### src/rtl/fp_classify.sv
// Multi-lane IEEE-754 style float classifier with a one-deep output register,
// sticky class flags and a saturating NaN-lane counter.
module fp_classify #(
    parameter int DATA_W = 32,
    parameter int EXP_W  = 8,
    parameter int LANES  = 4,
    parameter int CNT_W  = 16
) (
    input  logic                    clk,
    input  logic                    rst,
    input  logic                    clear_i,
    input  logic                    valid_i,
    output logic                    ready_o,
    input  logic [LANES*DATA_W-1:0] data_i,
    output logic                    valid_o,
    input  logic                    ready_i,
    output logic [LANES*7-1:0]      class_o,
    output logic [3:0]              sticky_o,
    output logic [CNT_W-1:0]        nan_cnt_o
);

    localparam int MAN_W = DATA_W - 1 - EXP_W;
    // Sum width must hold a full counter plus a whole beat of NaN lanes.
    localparam int SUM_W = CNT_W + $clog2(LANES + 1) + 1;
    localparam logic [SUM_W-1:0] CNT_MAX = {{(SUM_W - CNT_W){1'b0}}, {CNT_W{1'b1}}};

    if (MAN_W < 2) begin : g_bad_params
        $error("fp_classify: mantissa width must be at least 2");
    end

    typedef struct packed {
        logic sign;
        logic snan;
        logic qnan;
        logic inf;
        logic zero;
        logic sub;
        logic normal;
    } cls_t;

    function automatic cls_t classify(input logic [DATA_W-1:0] x);
        logic [EXP_W-1:0] e;
        logic [MAN_W-1:0] m;
        cls_t             c;
        e      = x[DATA_W-2 -: EXP_W];
        m      = x[MAN_W-1:0];
        c      = '0;
        c.sign = x[DATA_W-1];
        if (&e) begin
            if (m == '0)          c.inf  = 1'b1;
            else if (m[MAN_W-1])  c.qnan = 1'b1;
            else                  c.snan = 1'b1;
        end else if (e == '0) begin
            if (m == '0)          c.zero = 1'b1;
            else                  c.sub  = 1'b1;
        end else begin
            c.normal = 1'b1;
        end
        return c;
    endfunction

    cls_t               lane_c [LANES];
    logic [LANES*7-1:0] beat_cls;
    logic [3:0]         beat_sticky;
    logic [SUM_W-1:0]   beat_nans;

    for (genvar k = 0; k < LANES; k++) begin : g_lane
        assign lane_c[k]           = classify(data_i[k*DATA_W +: DATA_W]);
        assign beat_cls[k*7 +: 7]  = lane_c[k];
    end

    // NOTE: every combinational output gets a default before any branch, so no latch is inferred.
    always_comb begin
        beat_sticky = '0;
        beat_nans   = '0;
        for (int k = 0; k < LANES; k++) begin
            beat_sticky = beat_sticky | {lane_c[k].snan | lane_c[k].qnan, lane_c[k].inf,
                                         lane_c[k].zero, lane_c[k].sub};
            beat_nans   = beat_nans + SUM_W'(lane_c[k].snan | lane_c[k].qnan);
        end
    end

    logic               valid_q,   valid_d;
    logic [LANES*7-1:0] class_q,   class_d;
    logic [3:0]         sticky_q,  sticky_d;
    logic [CNT_W-1:0]   nan_cnt_q, nan_cnt_d;
    logic               accept;
    logic [3:0]         sticky_base;
    logic [CNT_W-1:0]   cnt_base;
    logic [SUM_W-1:0]   cnt_sum;

    assign ready_o = !valid_q || ready_i;
    assign accept  = valid_i && ready_o;

    always_comb begin
        valid_d     = valid_q;
        class_d     = class_q;
        // Clear applies first so a same-cycle accept leaves only its own contribution.
        sticky_base = clear_i ? 4'b0 : sticky_q;
        cnt_base    = clear_i ? '0 : nan_cnt_q;
        cnt_sum     = SUM_W'(cnt_base) + beat_nans;
        sticky_d    = sticky_base;
        nan_cnt_d   = cnt_base;
        if (accept) begin
            valid_d   = 1'b1;
            class_d   = beat_cls;
            sticky_d  = sticky_base | beat_sticky;
            nan_cnt_d = (cnt_sum > CNT_MAX) ? {CNT_W{1'b1}} : cnt_sum[CNT_W-1:0];
        end else if (ready_i) begin
            valid_d = 1'b0;
        end
    end

    // NOTE: state registers use non-blocking assignments so every flop samples pre-edge values.
    // NOTE: the output class register is reset too, since its reset value is observable.
    always_ff @(posedge clk or posedge rst) begin
        if (rst) begin
            valid_q   <= 1'b0;
            class_q   <= '0;
            sticky_q  <= 4'b0;
            nan_cnt_q <= '0;
        end else begin
            valid_q   <= valid_d;
            class_q   <= class_d;
            sticky_q  <= sticky_d;
            nan_cnt_q <= nan_cnt_d;
        end
    end

    assign valid_o   = valid_q;
    assign class_o   = class_q;
    assign sticky_o  = sticky_q;
    assign nan_cnt_o = nan_cnt_q;

endmodule

### config.mk
export PLATFORM = sky130hd
export DESIGN_NAME = fp_classify
export DESIGN_NICKNAME = d
export VERILOG_FILES = /design/src/rtl/fp_classify.sv
export SDC_FILE = /design/constraint.sdc
export NUM_CORES = 1
export LEC_CHECK = 0
export CAP_MARGIN = 20
export CORE_UTILIZATION = 36
export DETAILED_ROUTE_END_ITERATION = 16
export PLACE_DENSITY = 0.82
export SYNTH_ARGS = -nofsm -noshare
export SYNTH_HDL_FRONTEND = slang
export SYNTH_SLANG_ARGS = --single-unit
### constraint.sdc
create_clock -name clk -period 3.8 [get_ports clk]
set_input_delay 0.76 -clock clk [delete_from_list [all_inputs] [get_ports clk]]
set_output_delay 0.76 -clock clk [all_outputs]
set_load 0.005 [all_outputs]
==> results of run 1 <==
## state kept, by name (all words and copies together), names as in the netlist
| name | flops |
|---|---|
| class_o | 28 |
| sticky_o | 4 |
| valid_o | 1 |
| nan_cnt_o | 16 |
## power groups by stage
stage / Combinational, uW / Clock, uW / Sequential (uW)
6_report: 255 / 396 / 543
5_1_grt: 276 / 426 / 546
4_1_cts: 252 / 401 / 544
3_5_place_dp: 252 / 0 / 554
3_3_place_gp: 246 / 0 / 554
2_1_floorplan: 53.4 / 0 / 554
## stage by stage
step	power (uW)	hold WS (ns)	instance area (sq um)	setup TNS, ns
3_5_place_dp	806.1	0.4616	4747	-2.368
4_1_cts	1197	0.4829	4867	0
6_report	1194	0.4773	4917	0
3_3_place_gp	799.2	0.4532	4747	-1.301
5_1_grt	1248	0.4954	4917	0
2_1_floorplan	607.6	0.4628	2648	0
## worst register-to-register path: cells and delay by family, from the launching register on
kind                       cells  cell delay, ns
AOI/OAI and AO/OA              1            0.07
adders and majority gates      3            1.35
DFF                            1            0.35
and+or+nand+nor                4            0.72
buffers and inverters          1            0.06
xor gates and xnor gates       1            0.13
## logic make-up after synthesis
kind of cell | count (synthesis) | share of synthesized area (%)
AO/OA/AOI/OAI | 45 | 11.77
adder cells (fa/ha/maj) | 4 | 2.741
multiplexers | 2 | 0.7562
XOR/XNOR | 9 | 2.977
flip-flops | 49 | 46.31
AND/OR/NAND/NOR | 162 | 32.04
buffers and inverters | 22 | 3.403
## synth_stat cells, drive strengths merged, types with 2 or more instances
| cell type | n | area [sq um] |
|---|---|---|
| o221ai | 3 | 32.53 |
| dfrtp | 49 | 1226 |
| o21ai | 16 | 80.07 |
| nor2b | 2 | 15.02 |
| nand2b | 2 | 20.02 |
| a21oi | 3 | 15.01 |
| clkbuf | 2 | 7.510 |
| or4 | 4 | 33.78 |
| mux2i | 2 | 20.02 |
| a22oi | 2 | 15.01 |
| nand2 | 65 | 244.0 |
| buf | 6 | 30.03 |
| o31ai | 10 | 75.07 |
| nand3 | 11 | 55.05 |
| and2 | 2 | 12.51 |
| fa | 3 | 60.06 |
| xor2 | 5 | 43.79 |
| xnor2 | 4 | 35.03 |
| a22o | 3 | 26.28 |
| nor4 | 25 | 171.4 |
| and3 | 7 | 43.79 |
| nor3 | 8 | 45.04 |
| nor2 | 14 | 60.06 |
| and4 | 3 | 26.28 |
| inv | 14 | 52.55 |
| nand4 | 18 | 112.6 |
## final timing paths
kind / startpoint / endpoint / slack, ns / cells past startpoint
max in group asynchronous: rst / class_o[7] / 2.69 / 3
hold / removal: class_o[24] / class_o[24] / 0.48 / 2
setup / recovery: data_i[29] / nan_cnt_o[8] / 0.14 / 14
hold reg to reg: class_o[24] / class_o[24] / 0.48 / 2
setup reg to reg: nan_cnt_o[0] / nan_cnt_o[8] / 1.03 / 10
min in group asynchronous: rst / class_o[11] / 0.66 / 2
## layout make-up
| class | instances | area share (%) |
|---|---|---|
| Timing Repair Buffer | 209 | 41.42 |
| Multi-Input combinational cell | 222 | 27.68 |
| Sequential cell | 49 | 24.94 |
| Tap cell | 96 | 2.443 |
| Clock buffer | 6 | 1.679 |
| Inverter | 14 | 1.069 |
| Clock inverter | 2 | 0.7634 |
## metal layers
| layer | GRT usage [%] | part of all wire (%) | up-vias |
|---|---|---|---|
| met5 | 0 | 0 | - |
| met4 | 8.942 | 2.5 | 0 |
| met3 | 4.713 | 7.1 | 21 |
| met2 | 44.33 | 52 | 146 |
| met1 | 29.10 | 39 | 1482 |
| li1 | - | - | 1500 |
==> flow_summary.json, run 1 <==
{
  "routedWlPerCell_microns": 15.23,
  "fin_cells": 598,
  "clk_path_buf_depth": 2,
  "drtAntennaViolNets": 0,
  "async_reset_ff_share_pct": 100.0,
  "setup_slack_ns": 0.1358,
  "final_cell_mix": "clkdlybuf4s50_1, nand2_1, dfrtp_1, buf_4, nor4_1",
  "p_switching_uw": 274.8,
  "synth_ff_type": "dfrtp_1",
  "num_vias": 3149,
  "cts_setup_buffers": 0,
  "port_buffers": 182,
  "utilization_pct": 70.81,
  "initial_utilization_pct": 38.13,
  "outcome": "completed",
  "synthDistinctLibCells": 45,
  "slowest_delay_ns": 0.49,
  "crit_path_start_kind": "input port",
  "detailed_place_hpwl_mm": 7.364,
  "antenna_found_initial": 0,
  "die_h_microns": 87.76,
  "fin_worst_skew_ns": 0.008172,
  "cp_max_fo": 4,
  "clockPowerShare_pct": 33.1,
  "hold_viol_final": 0,
  "cp.required_ns": 4.00,
  "finalWirelength_mm": 9.108,
  "grt-ovfl-total": 0,
  "layout-drive-gt1-share_pct": 10.16,
  "max_cap_viol_count": 0,
  "clk-insertion-delay-late_ns": 0.30,
  "register_area_sq_um": 1226,
  "syn_area_per_cell_sq_um": 9.036,
  "num_rows": 30,
  "clock_sinks": 49,
  "syn_to_final_growth_pct": 85.73,
  "maxSlewViolCount": 0,
  "grt_usage_pct": 24.62,
  "htreeDepth": 2,
  "critical_path_class": "in -> reg",
  "viasPerCell": 5.266,
  "die_x_microns": 87.76,
  "cts-resized-gates": 0,
  "period_minus_slack_ns": 3.664,
  "worstPathArrival_ns": 3.86,
  "drc": 0,
  "synth_nets": 430,
  "synth_seq_cells": 49,
  "hold_class": "reg -> reg",
  "rsz0062_at_grt": "no",
  "power_frac_seq_pct": 45.5,
  "coreArea_sq_um": 6944,
  "ys_seq_area_share_pct": 46.31,
  "drtIter0Drc": 138,
  "powerDensity_nw_per_um2": 242.8,
  "path_cells": "clkdlybuf4s50_1 > nand4_1 > nor2_1 > o21ai_1 > buf_4 > fa_1 > inv_1 > fa_2 > fa_1 > and3b_1 > and3_1 > and3_1 > xnor2_1 > o21ai_1",
  "endpoint_kind": "flip-flop",
  "grt_pass1_wl_mm": 14.81,
  "place_ws_ns": -0.2502,
  "power_leakage_uw": 0.002072,
  "swShare_pct": 23.01,
  "synth_edf_count": 0,
  "fillCellCount": 542,
  "grt_max_degree": 50,
  "synth_area_sq_um": 2648,
  "gp_congestion": 0.8193,
  "period_share_pct": 96.43,
  "final_common_cell": "clkdlybuf4s50_1",
  "power.internal_uw": 919.3,
  "worst_slew_pin_slew_ns": 0.5782,
  "grt_pass1_vias": 3315,
  "cts_tree": "yes",
  "netlist_instances": 293,
  "diodes": 0,
  "crit_slowest_cell": "fa_1",
  "slew-limit-headroom_pct": 61.36,
  "first_pass_iters": 6,
  "die_area_sq_um": 7701,
  "dp_cells": 589,
  "cp.buffers_inverters": 3,
  "clockRootBuffer": "clkbuf_8",
  "crit_family": "adder cells",
  "cts_hold_buffers": 0,
  "max_freq_mhz": 272.9,
  "multi_input_area_sq_um": 1361,
  "nets": 638,
  "peakVddDrop_mv": 0.1603,
  "combPwrFrac_pct": 21.4,
  "clk_pin_slew_worst_paths_ns": 0.10,
  "io-pin-count": 183,
  "numCtsBuffers": 5,
  "finalSetupViolations": 0,
  "yosys_warnings": 0
}
(Power assumes the default switching activity.)
==> run 2, diff against run 1 <==
- GPL_TIMING_DRIVEN: not set -> 0
==> run 2 against run 1 <==
Clock-buffer cell count decreased by 1. Non-clock buffer count is 14 lower. Critical path type unchanged. Fmax down 1.2%. Cell count down 2.5%. Flip-flop and latch count is the same.
==> flow_summary.json, run 2 (synthesis results as in run 1) <==
{
  "nets": 624,
  "dp_cells": 572,
  "power_leakage_uw": 0.001996,
  "layout-drive-gt1-share_pct": 9.035,
  "hold_viol_final": 0,
  "cts_hold_buffers": 0,
  "place_ws_ns": -0.6509,
  "antenna_found_initial": 0,
  "period_minus_slack_ns": 3.708,
  "num_vias": 3079,
  "viasPerCell": 5.281,
  "fin_area_sq_um": 4831,
  "fin_cells": 583,
  "numCtsBuffers": 5,
  "setup_slack_ns": 0.09155,
  "fillCellCount": 536,
  "clk_path_buf_depth": 2,
  "top_layer": "met4",
  "cp_max_fo": 4,
  "die_x_microns": 87.76,
  "die_area_sq_um": 7701,
  "hold_class": "reg -> reg",
  "clock_sinks": 49,
  "peakVddDrop_mv": 0.1238,
  "die_h_microns": 87.76,
  "multi_input_area_sq_um": 1404,
  "detailed_place_hpwl_mm": 7.374,
  "first_pass_iters": 4,
  "clockRootBuffer": "clkbuf_8",
  "grt-ovfl-total": 0,
  "drtAntennaViolNets": 0,
  "grt_pass1_vias": 3151,
  "gp_congestion": 0.8180,
  "clk_pin_slew_worst_paths_ns": 0.09,
  "worstHoldStart": "class_o[25]",
  "finalWirelength_mm": 9.145,
  "grt_usage_pct": 24.45,
  "worstPathArrival_ns": 3.88,
  "dr_wl_met2_mm": 4.794,
  "period_share_pct": 97.59,
  "largest_reg_flops": 28,
  "slew-limit-headroom_pct": 49.42,
  "routed-wl-met3_microns": 765,
  "register_area_sq_um": 1226,
  "max_freq_mhz": 269.7,
  "finalSetupViolations": 0,
  "diodes": 0,
  "routedWlPerCell_microns": 15.69,
  "port_buffers": 182,
  "num_rows": 30,
  "final_common_cell": "clkdlybuf4s50_1",
  "fin_worst_hold_slack_ns": 0.4745,
  "endpoint_kind": "flip-flop",
  "worst_slew_pin_slew_ns": 0.7558,
  "syn_to_final_growth_pct": 82.47,
  "drc": 0,
  "cts_tree": "yes",
  "place_area_sq_um": 4617,
  "max_cap_viol_count": 0,
  "crit_path_start_kind": "input port",
  "clk-insertion-delay-late_ns": 0.31,
  "powerDensity_nw_per_um2": 241.2,
  "cp.required_ns": 3.97,
  "coreArea_sq_um": 6944,
  "drtIter0Drc": 127,
  "initial_utilization_pct": 38.13,
  "finalPower_uw": 1165,
  "outcome": "completed",
  "grt_pass1_wl_mm": 14.48,
  "wl_met1_mm": 3.432,
  "grt_max_degree": 28,
  "fin_worst_skew_ns": 0.005820,
  "htreeDepth": 2,
  "maxSlewViolCount": 0,
  "r2r_start": "nan_cnt_o[0]",
  "crit_start": "data_i[7]",
  "final_cell_mix": "clkdlybuf4s50_1, nand2_1, dfrtp_1, nor4_1, nand4_1",
  "critical_path_class": "in -> reg",
  "io-pin-count": 183
}
==> run 2: cell types whose count changed in the layout (fill, tap and decap cells not counted), sizes merged <==
cell and delta:
buf -16, clkinvlp -1, clkinv +1, dlygate4sd2 +1, clkdlybuf4s50 -1, clkbuf +1
==> run 2: report_power, final <==
group / switching [uW] / internal, uW / total (uW) / leakage (uW)
clock: 175 / 192 / 366 / 0.0000540
combinational: 88.7 / 167 / 256 / 0.00128
sequential: 8.08 / 535 / 543 / 0.000660
total: 272 / 894 / 1170 / 0.00200
==> run 2: repair_timing <==
| action | 4_1_cts | 5_1_grt |
|---|---|---|
| cloned | 0 | 0 |
| buffers inserted | 2 | 3 |
| endpoints found under the setup margin | 16 | 13 |
| resized for setup | 8 | 15 |
| pin swaps | 4 | 9 |
==> run 2: metrics by stage <==
step                setup TNS (ns)  utilization (%)
floorplan                        0                -
global placement            -7.996            66.09
detailed placement          -8.827            66.49
CTS                              0            68.41
global route              -0.03530            69.57
finish                           0            69.57
==> run 2: cell type report <==
type	instances	area share [%]
repair buffers	188	39.03
clock buffers	5	1.425
inverters	14	1.140
flip-flops and latches	49	25.38
well taps	96	2.486
clock inverters	2	0.7252
multi-input cells	222	29.06
plain buffers	7	0.7511
==> run 2: critical path, cell delays in order <==
cell and delay (ns):
clkdlybuf4s50_1 0.42, nor4_2 0.28, nand4_1 0.24, o21ai_4 0.29, fa_1 0.21, inv_1 0.06, fa_2 0.40, fa_1 0.38
and3b_2 0.24, and3_4 0.20, and3_1 0.17, xnor2_1 0.14, o21ai_1 0.08
==> run 2: final timing paths <==
check                                to  slack (ns)  cells after the start
min reg2reg                 class_o[25]        0.47                      2
max                        nan_cnt_o[8]        0.09                     13
min in group asynchronous   class_o[10]        0.84                      2
max reg2reg                nan_cnt_o[8]        0.97                     10
max in group asynchronous   class_o[19]        2.44                      3
min                         class_o[25]        0.47                      2
==> run 2: per-layer routing <==
layer | up-vias | global-route usage (%)
met4 | 0 | 6.706
met2 | 150 | 45.95
li1 | 1460 | -
met1 | 1457 | 27.56
met5 | - | 0
met3 | 12 | 5.561
